`src/rtl/uart_out_port_if.sv`:
```
// CPU-side bus of the SAP-3 UART output port: OUT strobe and data in, line and FIFO status out.
`timescale 1ns/1ps
interface uart_out_port_if #(
  parameter int DEPTH = 4
);
  localparam int NW = $clog2(DEPTH) + 1;

  logic          load;
  logic [7:0]    data_in;
  logic          tx;
  logic          full;
  logic          empty;
  logic          busy;
  logic          overflow;
  logic [NW-1:0] count;

  modport master (output load, data_in, input tx, full, empty, busy, overflow, count);
  modport slave  (input load, data_in, output tx, full, empty, busy, overflow, count);
endinterface

```
`src/rtl/uart_out_port.sv`:
```
// SAP-3 OUT port: synchronizes the slow OUT strobe, queues bytes in a small FIFO,
// and shifts each one out as 8N1 UART on tx.
`timescale 1ns/1ps
module uart_out_port #(
  parameter int CLK_HZ = 100_000_000,
  parameter int BAUD   = 115_200,
  parameter int DEPTH  = 4
) (
  input  logic           clk,
  input  logic           rst_n,
  uart_out_port_if.slave bus
);
  localparam int DIV = CLK_HZ / BAUD;
  localparam int CW  = $clog2(DIV);
  localparam int AW  = $clog2(DEPTH);
  localparam int NW  = AW + 1;
  localparam logic [CW-1:0] TC = CW'(DIV - 1);

  typedef enum logic [1:0] {IDLE, START, DATA, STOP} state_t;

  logic          s1, s2, s3;
  logic          wr, pop, acc, full, empty;
  logic [7:0]    mem [DEPTH];
  logic [AW-1:0] wptr, rptr;
  logic [NW-1:0] count;
  logic          overflow;

  state_t        state;
  logic [CW-1:0] bcnt;
  logic [2:0]    idx;
  logic [7:0]    shift;
  logic          tx_q, busy_q;

  assign wr    = s2 & ~s3;
  assign full  = (count == NW'(DEPTH));
  assign empty = (count == '0);
  assign pop   = (state == IDLE) && !empty;
  // A same-cycle pop frees the slot, so a write into a full FIFO still lands.
  assign acc   = wr && (!full || pop);

  always_ff @(posedge clk)
    if (acc) mem[wptr] <= bus.data_in;

  always_ff @(posedge clk or negedge rst_n)
    if (!rst_n) begin
      {s3, s2, s1} <= 3'b000;
      wptr         <= '0;
      rptr         <= '0;
      count        <= '0;
      overflow     <= 1'b0;
    end else begin
      {s3, s2, s1} <= {s2, s1, bus.load};
      if (acc)        wptr     <= wptr + AW'(1);
      if (pop)        rptr     <= rptr + AW'(1);
      if (wr && !acc) overflow <= 1'b1;
      count <= count + NW'(acc) - NW'(pop);
    end

  always_ff @(posedge clk or negedge rst_n)
    if (!rst_n) begin
      state  <= IDLE;
      tx_q   <= 1'b1;
      busy_q <= 1'b0;
      bcnt   <= '0;
      idx    <= '0;
      shift  <= '0;
    end else begin
      case (state)
        IDLE: begin
          tx_q <= 1'b1;
          if (!empty) begin
            shift  <= mem[rptr];
            bcnt   <= '0;
            state  <= START;
            tx_q   <= 1'b0;
            busy_q <= 1'b1;
          end
        end
        START:
          if (bcnt == TC) begin
            bcnt  <= '0;
            idx   <= '0;
            state <= DATA;
            tx_q  <= shift[0];
          end else bcnt <= bcnt + CW'(1);
        DATA:
          if (bcnt == TC) begin
            bcnt  <= '0;
            shift <= {1'b0, shift[7:1]};
            if (idx == 3'd7) begin
              state <= STOP;
              tx_q  <= 1'b1;
            end else begin
              idx  <= idx + 3'd1;
              tx_q <= shift[1];
            end
          end else bcnt <= bcnt + CW'(1);
        STOP:
          if (bcnt == TC) begin
            state  <= IDLE;
            busy_q <= 1'b0;
          end else bcnt <= bcnt + CW'(1);
        default: state <= IDLE;
      endcase
    end

  assign bus.tx       = tx_q;
  assign bus.busy     = busy_q;
  assign bus.full     = full;
  assign bus.empty    = empty;
  assign bus.overflow = overflow;
  assign bus.count    = count;
endmodule
```
`src/flat_wrapper.sv`:
```
// flat-port wrapper written by rule: the top's interface ports become plain ports
module uart_out_port_flat 
#(
  parameter int CLK_HZ = 100_000_000,
  parameter int BAUD   = 115_200,
  parameter int DEPTH  = 4
)
  (clk, rst_n, bus_load, bus_data_in, bus_tx, bus_full, bus_empty, bus_busy, bus_overflow, bus_count);
  uart_out_port_if #(.DEPTH(DEPTH)) bus_i ();
  input  logic clk;
  input  logic rst_n;
  input wire logic [$bits(bus_i.load)-1:0] bus_load;
  input wire logic [$bits(bus_i.data_in)-1:0] bus_data_in;
  output wire logic [$bits(bus_i.tx)-1:0] bus_tx;
  output wire logic [$bits(bus_i.full)-1:0] bus_full;
  output wire logic [$bits(bus_i.empty)-1:0] bus_empty;
  output wire logic [$bits(bus_i.busy)-1:0] bus_busy;
  output wire logic [$bits(bus_i.overflow)-1:0] bus_overflow;
  output wire logic [$bits(bus_i.count)-1:0] bus_count;
  assign bus_i.load = bus_load;
  assign bus_i.data_in = bus_data_in;
  assign bus_tx = bus_i.tx;
  assign bus_full = bus_i.full;
  assign bus_empty = bus_i.empty;
  assign bus_busy = bus_i.busy;
  assign bus_overflow = bus_i.overflow;
  assign bus_count = bus_i.count;
  uart_out_port #(.CLK_HZ(CLK_HZ), .BAUD(BAUD), .DEPTH(DEPTH)) u_core (.clk(clk), .rst_n(rst_n), .bus(bus_i));
endmodule
```
`config.mk`:
```
export PLATFORM = sky130hd
export DESIGN_NAME = uart_out_port_flat
export DESIGN_NICKNAME = d
export VERILOG_FILES = /design/src/rtl/uart_out_port_if.sv /design/src/rtl/uart_out_port.sv /design/src/flat_wrapper.sv
export SDC_FILE = /design/constraint.sdc
export NUM_CORES = 1
export LEC_CHECK = 0
export CORE_MARGIN = 2
export CORE_UTILIZATION = 53
export CTS_CLUSTER_SIZE = 28
export DETAILED_ROUTE_END_ITERATION = 7
export DONT_BUFFER_PORTS = 1
export PLACE_DENSITY = 0.66
export SLEW_MARGIN = 20
export SYNTH_ARGS = -nofsm -noshare
export SYNTH_HDL_FRONTEND = slang
export SYNTH_SLANG_ARGS = --single-unit
```
`constraint.sdc`:
```
create_clock -name clk -period 5.7 [get_ports clk]
set_input_delay 0.57 -clock clk [delete_from_list [all_inputs] [get_ports clk]]
set_output_delay 0.57 -clock clk [all_outputs]
set_load 0.01 [all_outputs]
```
==> reports/qor.yml <==
status: "finished clean"
yosys_most_used_dff: "dfrtp_1"
wl_per_cell_um: 18.1
die_w_um: 81.2
gp_congestion: 0.784
synth_top_cell_by_area: "edfxtp_1"
syn_avg_cell_area_um2: 14.5
reg2reg_depth: 9
share_comb_of_total_power_pct: 33.9
report.final.slew_viol_count: 0
cp_data_arrival_time_ns: 2.89
overflow: 0
reg2reg_to: "u_core.bus.count[2]"
cts_resized: 0
clockRootBuffer: "clkbuf_8"
vdd_drop_max_mv: 0.270
htreeDepth: 3
seqPwrFrac_pct: 42.9
start_kind: "flop"
drt-pass1-iter-count: 4
worstPathRequired_ns: 5.93
hp-class: "input port to async pin"
syn-cell-area_um2: 3160
rsz0062_at_grt: "false"
drt_iter0_drc: 80
fin_nets: 252
whs_ns: 0.0474
worst_pin_slew_ns: 1.16
reg2reg_from: "u_core.bus.count[1]"
p_leak_uw: 0.00133
io_buffers: 0
final.period_utilization_pct: 46.7
syn_to_final_growth_pct: 9.60
postLayoutCoreUtil_pct: 59.1
yosysMostFrequentCell: "dfrtp_1"
wl_mm: 5.53
setup_viol: 0
swShare_pct: 34.2
synth.distinct_cells: 46
viasPerCell: 5.75
clock_skew_ns: 0.00993
ys_top_cells_by_count: "35 x dfrtp_1, 32 x edfxtp_1, 17 x mux2_2"
start_util_pct: 53.9
p_per_area_nw_per_um2: 503
insertion_delay_ns: 0.34
num_vias: 1759
layout-drive-gt1-share_pct: 24.2
worstPathMaxFanout: 7
drc: 0
cts_tree: "done"
p_clk_share_pct: 23.3
switchingPower_uw: 595
grt_max_degree: 36
reg2reg_slack_ns: 3.04
netlist_instances: 218
n_antenna_cell: 0
ctsHoldBuffers: 1
core.rowCount: 28
grt_pass1_vias: 1868
synth_edf_count: 32
max_cap_viol_count: 0
clockBufferDepth: 2
min_period_ns: 2.66
cts_made_buffers: 9
fp.dieArea_um2: 6590
grt_use_total_pct: 19.5
cts.clk_slew.worst_paths_ns: 0.08
io_pins: 19
setup_tns_ns: 0
antenna_found_initial: 0
finalHoldViolations: 0
ys_seq_elements: 68
yosys-top-cells-area: "edfxtp_1 30%, dfrtp_1 28%, mux2_2 6.1%"
die_h_um: 81.2
ys_warn_count: 0
worstSetupPathType: "flop to flop"
cts_sinks: 68
hpwl_mm: 3.78
drtAntennaViolNets: 0
power.total_uw: 1740
coreArea_um2: 5850
postCtsSetupBuffers: 0
worstSetupStartpoint: "u_core.bus.count[1]"
end_kind: "flop"
slew-limit-headroom_pct: 22.8
yosys.area.top_type_share_pct: 30.5
synthesis.nets: 244
synthArstFlopShare_pct: 52.9
max_freq_ghz: 0.376
p_int_uw: 1140
yosysSeqAreaShare_pct: 59.0
grt_pass1_wl_mm: 9.25
==> state kept, by name, summed over array words and instances, names as in the netlist, 2 cells and up <==
signal / flops
u_core.mem: 32
u_core.bcnt: 10
u_core.shift: 8
u_core.bus.count: 3
u_core.idx: 3
u_core.rptr: 2
u_core.state: 2
u_core.wptr: 2
==> layer usage <==
| metal | share of wire [%] | up-vias | wire length (µm) | global-route usage (%) |
|---|---|---|---|---|
| li1 | - | 819 | - | - |
| met1 | 42 | 905 | 2330 | 23.7 |
| met2 | 52 | 26 | 2890 | 32.8 |
| met3 | 3.8 | 9 | 212 | 5.44 |
| met4 | 1.7 | 0 | 92 | 7.80 |
| met5 | 0 | - | 0 | 0 |
==> power groups by stage <==
stage | Combinational, µW | Sequential, µW | Clock (µW)
2_1_floorplan | 508 | 701 | 0
3_3_place_gp | 559 | 748 | 0
4_1_cts | 599 | 750 | 413
5_1_grt | 653 | 764 | 435
6_report | 589 | 745 | 405
3_5_place_dp | 584 | 757 | 0
==> through the flow <==
| stage | cell area [µm²] | std cells | setup WS [ns] |
|---|---|---|---|
| finish | 3460 | 306 | 3.04 |
| CTS | 3460 | 306 | 3.00 |
| global placement | 3230 | 289 | 3.11 |
| detailed placement | 3230 | 289 | 3.02 |
| global route | 3460 | 306 | 2.84 |
| floorplan | 3160 | 218 | 3.29 |
==> critical path, stage by stage, from the launching register on <==
cell	delay (ns)
dfrtp_1	0.50
nor3_1	0.63
nor2_1	0.19
ha_1	0.32
inv_1	0.05
ha_1	0.13
inv_1	0.05
fa_1	0.37
xnor2_1	0.15
xnor2_1	0.14
==> kinds of logic (layout without fill, tap and decap cells) <==
group | after synthesis | count (layout) | share of synthesized area, %
AND/OR/NAND/NOR | 60 | 60 | 11.3
XOR/XNOR | 12 | 12 | 3.33
AO/OA/AOI/OAI | 20 | 20 | 5.71
buffers and inverters | 16 | 29 | 1.94
flip-flops | 68 | 68 | 59.0
multiplexers | 27 | 27 | 12.5
adder cells (fa/ha/maj) | 15 | 15 | 6.19
==> layout make-up <==
type | instances | area (µm²)
Clock buffer | 9 | 124
Clock inverter | 7 | 81.3
Tap cell | 75 | 93.8
Fill cell | 457 | 2390
Sequential cell | 68 | 1860
Timing Repair Buffer | 1 | 20.0
Multi-Input combinational cell | 134 | 1230
Inverter | 12 | 45.0
==> cell usage in the layout, fill, tap and decap left out, types with 2 or more instances in the layout <==
| cell | n |
|---|---|
| a21oi_1 | 2 |
| a22o_1 | 5 |
| and2_1 | 6 |
| clkbuf_8 | 9 |
| dfrtp_1 | 35 |
| edfxtp_1 | 32 |
| ha_1 | 14 |
| inv_1 | 12 |
| inv_6 | 4 |
| mux2_2 | 17 |
| mux4_2 | 8 |
| nand2_1 | 11 |
| nand2b_1 | 2 |
| nand3_1 | 2 |
| nand4_1 | 4 |
| nor2_1 | 13 |
| nor3_1 | 5 |
| nor3b_1 | 2 |
| nor4b_1 | 2 |
| o21ai_0 | 6 |
| or2_2 | 2 |
| xnor2_1 | 9 |
| xor2_1 | 3 |
==> worst max-delay path by stage <==
stage	endpoint	slack, ns	cells after the start
6_report	u_core.bus.count[2]	3.04	9
5_1_grt	u_core.bus.count[2]	2.84	9
4_1_cts	u_core.bus.count[2]	3.00	9
3_5_place_dp	u_core.bus.count[2]	3.02	9
3_3_place_gp	u_core.bus.count[2]	3.11	9
2_1_floorplan	u_core.bus.count[2]	3.29	9
Power figures use the tool's default switching activity.
